`config.mk`:
```
export PLATFORM = sky130hd
export DESIGN_NAME = instr_cache
export DESIGN_NICKNAME = d
export VERILOG_FILES = /design/src/rtl/icache_pkg.sv /design/src/rtl/icache_line_array.sv /design/src/rtl/instr_cache.sv
export SDC_FILE = /design/constraint.sdc
export NUM_CORES = 1
export LEC_CHECK = 0
export CORE_ASPECT_RATIO = 1.4
export CORE_MARGIN = 5
export CORE_UTILIZATION = 25
export DETAILED_ROUTE_END_ITERATION = 10
export DONT_BUFFER_PORTS = 1
export PLACE_DENSITY = 0.43
export SLEW_MARGIN = 0
export SYNTH_ARGS = -nofsm -noshare
export SYNTH_HDL_FRONTEND = slang
export SYNTH_SLANG_ARGS = --single-unit
```
`constraint.sdc`:
```
create_clock -name CLK -period 17.6 [get_ports CLK]
set_input_delay 3.52 -clock CLK [delete_from_list [all_inputs] [get_ports CLK]]
set_output_delay 3.52 -clock CLK [all_outputs]
set_load 0.005 [all_outputs]
```
`src/rtl/icache_pkg.sv`:
```
// Shared types and geometry for the direct-mapped instruction cache.
// Widths derive from NUM_BLOCKS, BLOCK_WORDS and ADDR_W.
package icache_pkg;

  localparam int NUM_BLOCKS  = 8;
  localparam int BLOCK_WORDS = 4;
  localparam int ADDR_W      = 10;

  localparam int OFFSET_W  = $clog2(BLOCK_WORDS);
  localparam int INDEX_W   = $clog2(NUM_BLOCKS);
  localparam int TAG_W     = ADDR_W - INDEX_W - OFFSET_W - 2;
  localparam int BLOCK_W   = 32 * BLOCK_WORDS;
  localparam int BLKADDR_W = TAG_W + INDEX_W;

  typedef enum logic [1:0] {
    S_IDLE     = 2'd0,
    S_MEM_READ = 2'd1,
    S_UPDATE   = 2'd2
  } icache_state_t;

endpackage

```
`src/rtl/icache_line_array.sv`:
```
// Valid/tag/data storage: one combinational read port,
// one synchronous write port, valid bits cleared asynchronously.
module icache_line_array
  import icache_pkg::*;
(
  input  logic               CLK,
  input  logic               RESET,
  input  logic [INDEX_W-1:0] RD_INDEX,
  output logic               RD_VALID,
  output logic [TAG_W-1:0]   RD_TAG,
  output logic [BLOCK_W-1:0] RD_DATA,
  input  logic               WR_EN,
  input  logic [INDEX_W-1:0] WR_INDEX,
  input  logic [TAG_W-1:0]   WR_TAG,
  input  logic [BLOCK_W-1:0] WR_DATA
);

  logic [NUM_BLOCKS-1:0] valid_q;
  logic [TAG_W-1:0]      tag_q  [NUM_BLOCKS];
  logic [BLOCK_W-1:0]    data_q [NUM_BLOCKS];

  // Valid bits: cleared on reset, set when a line is refilled.
  always_ff @(posedge CLK or posedge RESET) begin
    if (RESET) begin
      valid_q <= '0;
    end else if (WR_EN) begin
      valid_q[WR_INDEX] <= 1'b1;
    end
  end

  // Tag and data payload; meaningless until the valid bit is set.
  always_ff @(posedge CLK) begin
    if (WR_EN) begin
      tag_q[WR_INDEX]  <= WR_TAG;
      data_q[WR_INDEX] <= WR_DATA;
    end
  end

  assign RD_VALID = valid_q[RD_INDEX];
  assign RD_TAG   = tag_q[RD_INDEX];
  assign RD_DATA  = data_q[RD_INDEX];

endmodule

```
`src/rtl/instr_cache.sv`:
```
// Direct-mapped read-only instruction cache with block refill FSM.
// Optional hit/miss counters when ICACHE_STATS_EN is defined.
module instr_cache
  import icache_pkg::*;
(
  input  logic                 CLK,
  input  logic                 RESET,
  input  logic [ADDR_W-1:0]    ADDRESS,
  output logic [31:0]          INSTRUCTION,
  output logic                 BUSYWAIT,
  output logic                 MEM_READ,
  output logic [BLKADDR_W-1:0] MEM_ADDRESS,
  input  logic [BLOCK_W-1:0]   MEM_READDATA,
  input  logic                 MEM_BUSYWAIT
`ifdef ICACHE_STATS_EN
  ,
  output logic [15:0]          HIT_COUNT,
  output logic [15:0]          MISS_COUNT
`endif
);

  icache_state_t state_q, state_d;

  logic [BLKADDR_W-1:0] miss_q;
  logic [BLOCK_W-1:0]   fill_q;

  logic [OFFSET_W-1:0]  offset;
  logic [INDEX_W-1:0]   index;
  logic [TAG_W-1:0]     tag;

  logic                 rd_valid;
  logic [TAG_W-1:0]     rd_tag;
  logic [BLOCK_W-1:0]   rd_data;
  logic                 hit;
  logic                 wr_en;

  logic                 latch_miss;
  logic                 capture;

  assign offset = ADDRESS[OFFSET_W+1:2];
  assign index  = ADDRESS[OFFSET_W+2 +: INDEX_W];
  assign tag    = ADDRESS[ADDR_W-1 -: TAG_W];

  icache_line_array u_lines (
    .CLK      (CLK),
    .RESET    (RESET),
    .RD_INDEX (index),
    .RD_VALID (rd_valid),
    .RD_TAG   (rd_tag),
    .RD_DATA  (rd_data),
    .WR_EN    (wr_en),
    .WR_INDEX (miss_q[INDEX_W-1:0]),
    .WR_TAG   (miss_q[BLKADDR_W-1 -: TAG_W]),
    .WR_DATA  (fill_q)
  );

  assign hit = rd_valid && (rd_tag == tag);

  // Word select out of the indexed line.
  always_comb begin
    INSTRUCTION = '0;
    for (int w = 0; w < BLOCK_WORDS; w++) begin
      if (offset == OFFSET_W'(w)) begin
        INSTRUCTION = rd_data[32*w +: 32];
      end
    end
  end

  // State register.
  always_ff @(posedge CLK or posedge RESET) begin
    if (RESET) begin
      state_q <= S_IDLE;
    end else begin
      state_q <= state_d;
    end
  end

  // Next-state and handshake outputs.
  always_comb begin
    state_d    = state_q;
    BUSYWAIT   = 1'b1;
    MEM_READ   = 1'b0;
    wr_en      = 1'b0;
    latch_miss = 1'b0;
    capture    = 1'b0;
    unique case (state_q)
      S_IDLE: begin
        BUSYWAIT = !hit;
        if (!hit) begin
          latch_miss = 1'b1;
          state_d    = S_MEM_READ;
        end
      end
      S_MEM_READ: begin
        MEM_READ = 1'b1;
        if (!MEM_BUSYWAIT) begin
          capture = 1'b1;
          state_d = S_UPDATE;
        end
      end
      S_UPDATE: begin
        wr_en   = 1'b1;
        state_d = S_IDLE;
      end
      default: begin
        state_d = S_IDLE;
      end
    endcase
  end

  // Miss block address and captured fill data.
  always_ff @(posedge CLK or posedge RESET) begin
    if (RESET) begin
      miss_q <= '0;
      fill_q <= '0;
    end else begin
      if (latch_miss) begin
        miss_q <= {tag, index};
      end
      if (capture) begin
        fill_q <= MEM_READDATA;
      end
    end
  end

  assign MEM_ADDRESS = miss_q;

`ifdef ICACHE_STATS_EN
  // Saturating hit/miss counters sampled in IDLE.
  always_ff @(posedge CLK or posedge RESET) begin
    if (RESET) begin
      HIT_COUNT  <= '0;
      MISS_COUNT <= '0;
    end else if (state_q == S_IDLE) begin
      if (hit && HIT_COUNT != 16'hFFFF) begin
        HIT_COUNT <= HIT_COUNT + 16'd1;
      end
      if (!hit && MISS_COUNT != 16'hFFFF) begin
        MISS_COUNT <= MISS_COUNT + 16'd1;
      end
    end
  end
`endif

endmodule

```
# Yosys cells after proc, flatten, opt, wreduce, memory -nomap -nowiden
# Memories as Yosys holds them, arrays and structs flattened.
# Cells that the tools add are included.
# word_totals
register_bits	144
ramBits	1048
in_bits	141
output_inout_bits	40
elab_cells	44
memories	2
# memory_table
memory	depth	word_bits	read_ports	rd_clocked_by_memory_dff	write_ports	line	source
u_lines.data_q	8	128	1	0	1	icache_line_array.sv:20	logic [BLOCK_W-1:0] data_q [NUM_BLOCKS];
u_lines.tag_q	8	3	1	0	1	icache_line_array.sv:19	logic [TAG_W-1:0] tag_q [NUM_BLOCKS];
# classes
magnitude_cmp	3
n_eq_ne	8
n_mux	20
n_bitwise	1
reduce_logical	6
# ops
cell	count
2-to-1 mux 32 bit	4
2-to-1 mux 1 bit	11
less-than comparator 3 x 4 -> 1 bit, second input constant	2
bitwise OR 8 bit	1
equality test 2 bit, second input constant	3
equality test 2 x 1 -> 1 bit, second input constant	2
logical NOT 2 bit	2
2-to-1 mux 2 bit	2
!= test 2 bit, second input constant	2
one-hot mux 2 bit (2 select lines)	1
binary-select mux 1 bit (select 3 bit)	1
demux 1 bit (select 3 bit)	1
equality test 3 bit	1
greater-or-equal comparator 3 x 1 -> 1 bit, second input constant	1
logical AND 1 bit	2
AND reduction 2 bit	1
logical NOT 1 bit	1

# Logic depth before layout (Yosys ltp)
# Gate-level depths: netlist of the first run.
# depth
depth_word	5
depth_mapped	10
mapped_depth_nobuf	6

# Modules after synthesis
# A second synthesis of the first run with hierarchy kept.
# unflattened
cells_unflattened	1888
hier_area_um2	46729.8
# by_module_without_submodules
mod	n_inst	cells_each	area_each_um2	seq_area_each_um2
icache_line_array	1	1551	40312.4	31670.4
instr_cache	1	337	6417.4	3403.3

# Worst setup path before layout of the first run
# No wires, ideal clock.
# synth_timing
path_type	register to register
from	reg state_q[1]
to	reg u_lines.valid_q[1]
setup_time_ns	0.144
arrival_time_ns	14.081
required_ns	17.456
path_slack_ns	3.376
stages_incl_launch_ff	5
path_buffers	1
period_less_slack_ns	14.224
path_cell_list	dfrtp_1 > clkbuf_1 > nand2_1 > nor4_1 > or2_2
# synth_via
elab_chain_cells	2
# synth_rtl
item	line	source
from (decl)	instr_cache.sv:22	icache_state_t state_q, state_d;
from (signal assigned)	instr_cache.sv:74	state_q <= state_d;
equality test 2 bit	instr_cache.sv:86	unique case (state_q)
2-to-1 mux 1 bit	instr_cache.sv:86	
to (signal assigned)	icache_line_array.sv:25	valid_q <= '0;
to (signal, indexed assignment)	icache_line_array.sv:27	valid_q[WR_INDEX] <= 1'b1;
to (decl)	icache_line_array.sv:18	logic [NUM_BLOCKS-1:0] valid_q;
# No other way between the ends.
# A chain may end at the register's enable or synchronous reset.

# Worst setup path after layout of the first run
# layout_timing
from	in ADDRESS[4]
to	out INSTRUCTION[19]
# layout_via
elab_chain_cells	5
# layout_rtl
item	line	source
from (decl)	instr_cache.sv:8	input logic [ADDR_W-1:0] ADDRESS,
memory (8 x 128 bit) (*)	n/a	
2-to-1 mux 32 bit (3 in a row)	instr_cache.sv:63	if (offset == OFFSET_W'(w)) begin
2-to-1 mux 32 bit (*)	instr_cache.sv:63	
to (decl)	instr_cache.sv:9	output logic [31:0] INSTRUCTION,
# Mark *: on every way between the ends. The rest lies on a longest branch, timed or not.

==> impl_metrics.toml, run 1 <==
[critical_path]
r2r_cells = 5
endpoint_kind = "primary output"
arrival_ns = 6.59
path_buf_inv = 0
crit_path_top_delay_cell = "mux4_2"
cp.depth = 5
cp_max_fo = 267
worstSetupPathType = "primary input to primary output"
cp-start-kind = "primary input"
path_cells = "mux4_2 > mux2i_1 > o22ai_1 > nor3_1 > a21oi_1"
cp_slowest_stage_delay_ns = 0.89
cp.required_ns = 14.08
critical-path-top-delay-family = "multiplexers"

[clocking]
clkSinkCount = 1192
cts_tree = "done"
cts_setup_buffers = 0
cts_buffers = 137
cts_resized = 0
cts_hold_buf = 0
clock_latency_ns = 0.75
clock_tree.root_cell = "clkbuf_16"
htreeDepth = 4
clkTransAtPathRegs_ns = 0.05
max-clock-path-buffers = 3

[die]
start_util_pct = 25.2
die_y_um = 513
ios = 181
dieArea_sq_um = 190000
die_w_um = 370
fp.coreArea_sq_um = 180000
rows = 184

[synthesis]
yosys_warnings = 0
synth_flop_cell = "edfxtp_1"
syn_avg_cell_area_sq_um = 23.1
async_flop_share_pct = 12.1
syn_nets = 2099
yosysTopAreaCell = "edfxtp_1"
synth_common_cells = "1,048 x edfxtp_1, 278 x mux4_2, 147 x mux2_2"
synth_cell_type_count = 31
synth_most_common_cell = "edfxtp_1"
netlist.area_leader.share_pct = 69.6
syn_inst = 1958
synth-seq-cells = 1192
synth-seq-area-share_pct = 77.5
synth_area_sq_um = 45200
synth_edf_count = 1048
netlist_top_cells_area = "edfxtp_1 70%, mux4_2 14%, dfrtp_1 8.0%, mux2_2 3.7%, mux2i_1 2.0%"

[grt]
grt_pass1_vias = 21700
gr-total-overflow = 0
grt_max_degree = 268
antenna_found_initial = 44
track_usage_pct = 12.4
grt_pass1_wl_um = 167000

[detailed_routing]
wl_um = 119000
drt_drc_violations_left = 0
dr.pass1.iters = 5
drtAntennaViolNets = 0
dr_total_vias = 20200
drt_iter0_drc = 1462
avgViaCountPerCell = 4.43
wl_per_cell_um = 26.1

[timing]
finalHoldViolations = 0
fin_worst_skew_ns = 0.0225
max_slew.worst_pin.slew_ns = 1.31
relSlewSlack_pct = 12.5
setup_viol_count_final = 0
layout_min_cycle_time_ns = 10.11
report.final.slew_viol_count = 0
max_freq_mhz = 98.9
finalSetupTns_ns = 0
rsz0062_at_grt = "no"
period_share_pct = 57.5

[power_and_ir_drop]
power.density_nw_per_um2 = 140
ir_drop_mv = 0.0851
leakage_nw = 16.6

[worst_hold_path]
hold_depth = 1
min_path_type = "flop to flop"

[finish]
layout.nets = 2161
area_growth_pct = 16.3
final_area_sq_um = 52600
drive_above_1_share_pct = 31.9
final_cells = 4557

[outcome]
status = "complete, no violations"

[placement]
placed_area_sq_um = 48100
gp_congestion = 0.642
dp_hpwl_um = 60100
port_buffers = 0
place_inst = 4299

[run]
maxCapViolCount = 0
## final timing paths
| check | startpoint | end | slack (ns) |
|---|---|---|---|
| max in group asynchronous | RESET | fill_q[21]$_DFFE_PP0P_ | 12.96 |
| min in group asynchronous | RESET | fill_q[7]$_DFFE_PP0P_ | 2.69 |
| setup reg to reg | state_q[0]$_DFFE_PP0P_ | u_lines.data_q[5][112]$_DFFE_PP_ | 14.43 |
| hold / removal | u_lines.valid_q[6]$_DFFE_PP0P_ | u_lines.valid_q[6]$_DFFE_PP0P_ | 0.47 |
| setup / recovery | ADDRESS[4] | INSTRUCTION[19] | 7.49 |
| hold reg to reg | u_lines.valid_q[6]$_DFFE_PP0P_ | u_lines.valid_q[6]$_DFFE_PP0P_ | 0.47 |
## logic make-up after synthesis
group                     Yosys count  share of synthesized area, %
AOI/OAI and AO/OA                  69                         0.974
buffers and inverters             106                          1.13
muxes                             515                          19.5
DFF                              1192                          77.5
xor gates and xnor gates            2                        0.0387
and+or+nand+nor                    74                         0.827
## metrics by stage
step | util, % | hold slack [ns] | setup WS (ns) | total power [W]
2_1_floorplan | - | 0.434 | 3.38 | 0.00441
3_3_place_gp | 26.8 | 0.445 | 7.90 | 0.00460
3_5_place_dp | 26.8 | 0.452 | 7.92 | 0.00467
4_1_cts | 29.3 | 0.466 | 7.91 | 0.00751
5_1_grt | 29.3 | 0.478 | 7.60 | 0.00771
6_report | 29.3 | 0.466 | 7.49 | 0.00739
## area by class of cell
class / instances / area, sq um
Fill cell: 17500 / 127000
Sequential cell: 1192 / 35100
Multi-Input combinational cell: 660 / 9710
Clock buffer: 188 / 3830
Tap cell: 2418 / 3030
Clock inverter: 66 / 663
Timing Repair Buffer: 27 / 290
Inverter: 2 / 15.0
Antenna cell: 4 / 10.0
## metal layers
layer | vias up | share of wire [%] | GRT usage [%]
li1 | 8365 | - | -
met1 | 11100 | 43 | 15.9
met2 | 512 | 49 | 20.9
met3 | 189 | 5.9 | 3.38
met4 | 26 | 2.1 | 3.30
met5 | - | 0.14 | 0
## worst register-to-register path: cells and delay by family (launching register included)
kind / cells / cell delay, ns
flops: 1 / 0.46
simple gates: 2 / 0.53
buf+inv: 3 / 1.71
## state kept, by name, indices dropped and copies added (netlist names)
register         count
MEM_ADDRESS          6
fill_q             128
state_q              2
u_lines.data_q    1024
u_lines.tag_q       24
u_lines.valid_q      8
## report_power, final
group          switching (W)  total, W  internal (W)
Clock                0.00114   0.00280       0.00166
Combinational       0.000244  0.000502      0.000258
Sequential          0.000379   0.00409       0.00371
Total                0.00176   0.00739       0.00562
## cell usage in the layout (no fill, tap or decap), types with 8 or more instances in the layout
cell / netlist / routed
edfxtp_1: 1048 / 1048
mux4_2: 278 / 278
mux2_2: 147 / 147
dfrtp_1: 144 / 144
clkbuf_16: 0 / 140
mux2i_1: 90 / 90
clkbuf_1: 49 / 33
a21oi_1: 29 / 29
o22ai_1: 25 / 25
clkinv_2: 0 / 25
nor2_1: 23 / 20
buf_4: 12 / 20
clkinv_1: 0 / 16
clkbuf_8: 0 / 15
nor3_1: 20 / 13
a211o_1: 11 / 11
nor2b_1: 9 / 9
or2_2: 9 / 9
bufinv_16: 0 / 8
Power figures use the tool's default switching activity.
==> inputs of run 2 (changes only) <==
==> constraint.sdc (replaced) <==
create_clock -name CLK -period 10.5 [get_ports CLK]
set_input_delay 2.1 -clock CLK [delete_from_list [all_inputs] [get_ports CLK]]
set_output_delay 2.1 -clock CLK [all_outputs]
set_load 0.005 [all_outputs]
==> impl_metrics.toml, run 2 (same netlist as run 1, synthesis figures left out) <==
[grt]
grt_pass1_wl_um = 168000
antenna_found_initial = 59
grt_max_degree = 268
track_usage_pct = 12.5
gr-total-overflow = 0
grt_pass1_vias = 21900

[power_and_ir_drop]
ir_drop_mv = 0.166
leakage_nw = 16.5
power.density_nw_per_um2 = 233

[placement]
port_buffers = 0
gp_congestion = 0.650
dpl_worst_slack_ns = 3.71
placed_area_sq_um = 48100
dp_hpwl_um = 61200

[clocking]
max-clock-path-buffers = 3
clock_latency_ns = 0.77
clock_tree.root_cell = "clkbuf_16"
cts_resized = 0
clkTransAtPathRegs_ns = 0.05
cts_buffers = 135
cts_setup_buffers = 0
htreeDepth = 4
cts_hold_buf = 0
cts_tree = "done"
clkSinkCount = 1192

[finish]
layout_common_cells = "1,048 x edfxtp_1, 278 x mux4_2, 147 x mux2_2"
final_area_sq_um = 52500
seq_area_sq_um = 35100
largest_reg_flops = 1024
layout.nets = 2159
drive_above_1_share_pct = 31.3
multi_input_area_sq_um = 9740
regMostFlops = "u_lines.data_q"
largestRegisters = "u_lines.data_q: 1024 flops, fill_q: 128 flops, u_lines.tag_q: 24 flops"
layout_commonest_cell = "edfxtp_1"
fillers = 17600
area_growth_pct = 16.0

[run]
maxCapViolCount = 0

[detailed_routing]
avgViaCountPerCell = 4.40
dr.pass1.iters = 5
drt_drc_violations_left = 0
drtAntennaViolNets = 0
wl_um = 119000
dr_total_vias = 20100
wl_per_cell_um = 26.2
drt_iter0_drc = 1215

[critical_path]
r2r_cells = 5
cp-start-kind = "primary input"
r2r-start = "state_q[0]$_DFFE_PP0P_"
cp_slowest_stage_delay_ns = 0.97
crit_path_top_delay_cell = "mux4_2"
cp_max_fo = 267
worstSetupPathType = "primary input to primary output"
r2r_setup_slack_ns = 7.20
r2r-end = "u_lines.data_q[7][30]$_DFFE_PP_"
path_cells = "mux4_2 > mux2i_1 > nor2_1 > nor3_1 > a21oi_1"
cp.required_ns = 8.40
endpoint_kind = "primary output"
arrival_ns = 5.36

[timing]
finalSetupTns_ns = 0
finalHoldViolations = 0
report.final.slew_viol_count = 38
rsz0062_at_grt = "no"
max_freq_mhz = 134
layout_setup_ws_ns = 3.04
max_slew.worst_pin.slew_ns = 1.59
fin_worst_skew_ns = 0.0180
layout_min_cycle_time_ns = 7.46
relSlewSlack_pct = -6.24
setup_viol_count_final = 0
period_share_pct = 71.0

[worst_hold_path]
min-delay-start = "u_lines.valid_q[3]$_DFFE_PP0P_"
min_to = "u_lines.valid_q[3]$_DFFE_PP0P_"
min_path_type = "flop to flop"
hold_depth = 1

[outcome]
violations = "slew limit"
status = "complete, but fails checks"

[die]
rows = 184
die_w_um = 370
dieArea_sq_um = 190000
fp.coreArea_sq_um = 180000
ios = 181
die_y_um = 513
start_util_pct = 25.2
## run 2: power breakdown
part / total, W / switching (W) / internal, W
combinational: 0.000841 / 0.000409 / 0.000432
sequential: 0.00684 / 0.000625 / 0.00621
clock: 0.00452 / 0.00189 / 0.00263
## run 2: area by class of cell
type / count / share of cell area [%]
Sequential cell: 1192 / 66.9
Multi-Input combinational cell: 660 / 18.6
Clock buffer: 196 / 7.24
Tap cell: 2418 / 5.77
Clock inverter: 53 / 0.944
Timing Repair Buffer: 27 / 0.529
Antenna cell: 16 / 0.0763
Inverter: 2 / 0.0286
## run 2: stage by stage
stage | utilization, % | power, W | hold slack (ns) | instances
after detailed placement | 26.8 | 0.00783 | 0.450 | 4299
final | 29.2 | 0.0122 | 0.463 | 4564
after global placement | 26.8 | 0.00771 | 0.447 | 4299
after global routing | 29.2 | 0.0127 | 0.485 | 4550
after CTS | 29.2 | 0.0124 | 0.462 | 4548
after floorplan | - | 0.00738 | 0.434 | 1958
## run 2: worst max-delay path by stage
stage | from | to | cells after the start
2_1_floorplan | state_q[1]$_DFFE_PP0P_ | u_lines.valid_q[3]$_DFFE_PP0P_ | 4
3_3_place_gp | ADDRESS[4] | INSTRUCTION[18] | 5
3_5_place_dp | ADDRESS[4] | INSTRUCTION[18] | 5
4_1_cts | ADDRESS[4] | INSTRUCTION[18] | 5
5_1_grt | ADDRESS[4] | INSTRUCTION[18] | 5
6_report | ADDRESS[4] | INSTRUCTION[18] | 5
## run 2: critical path, delay by kind of cell
| family | cells | cell delay [ns] |
|---|---|---|
| AOI/OAI and AO/OA | 1 | 0.32 |
| and+or+nand+nor | 2 | 0.72 |
| muxes | 2 | 1.50 |
## run 2: per-layer routing
layer	global-route usage [%]	routed length [um]	up-vias
met5	0	191	-
met4	3.74	2890	30
met3	4.46	9290	224
met2	20.4	57800	577
met1	15.7	49200	10900
li1	-	-	8375
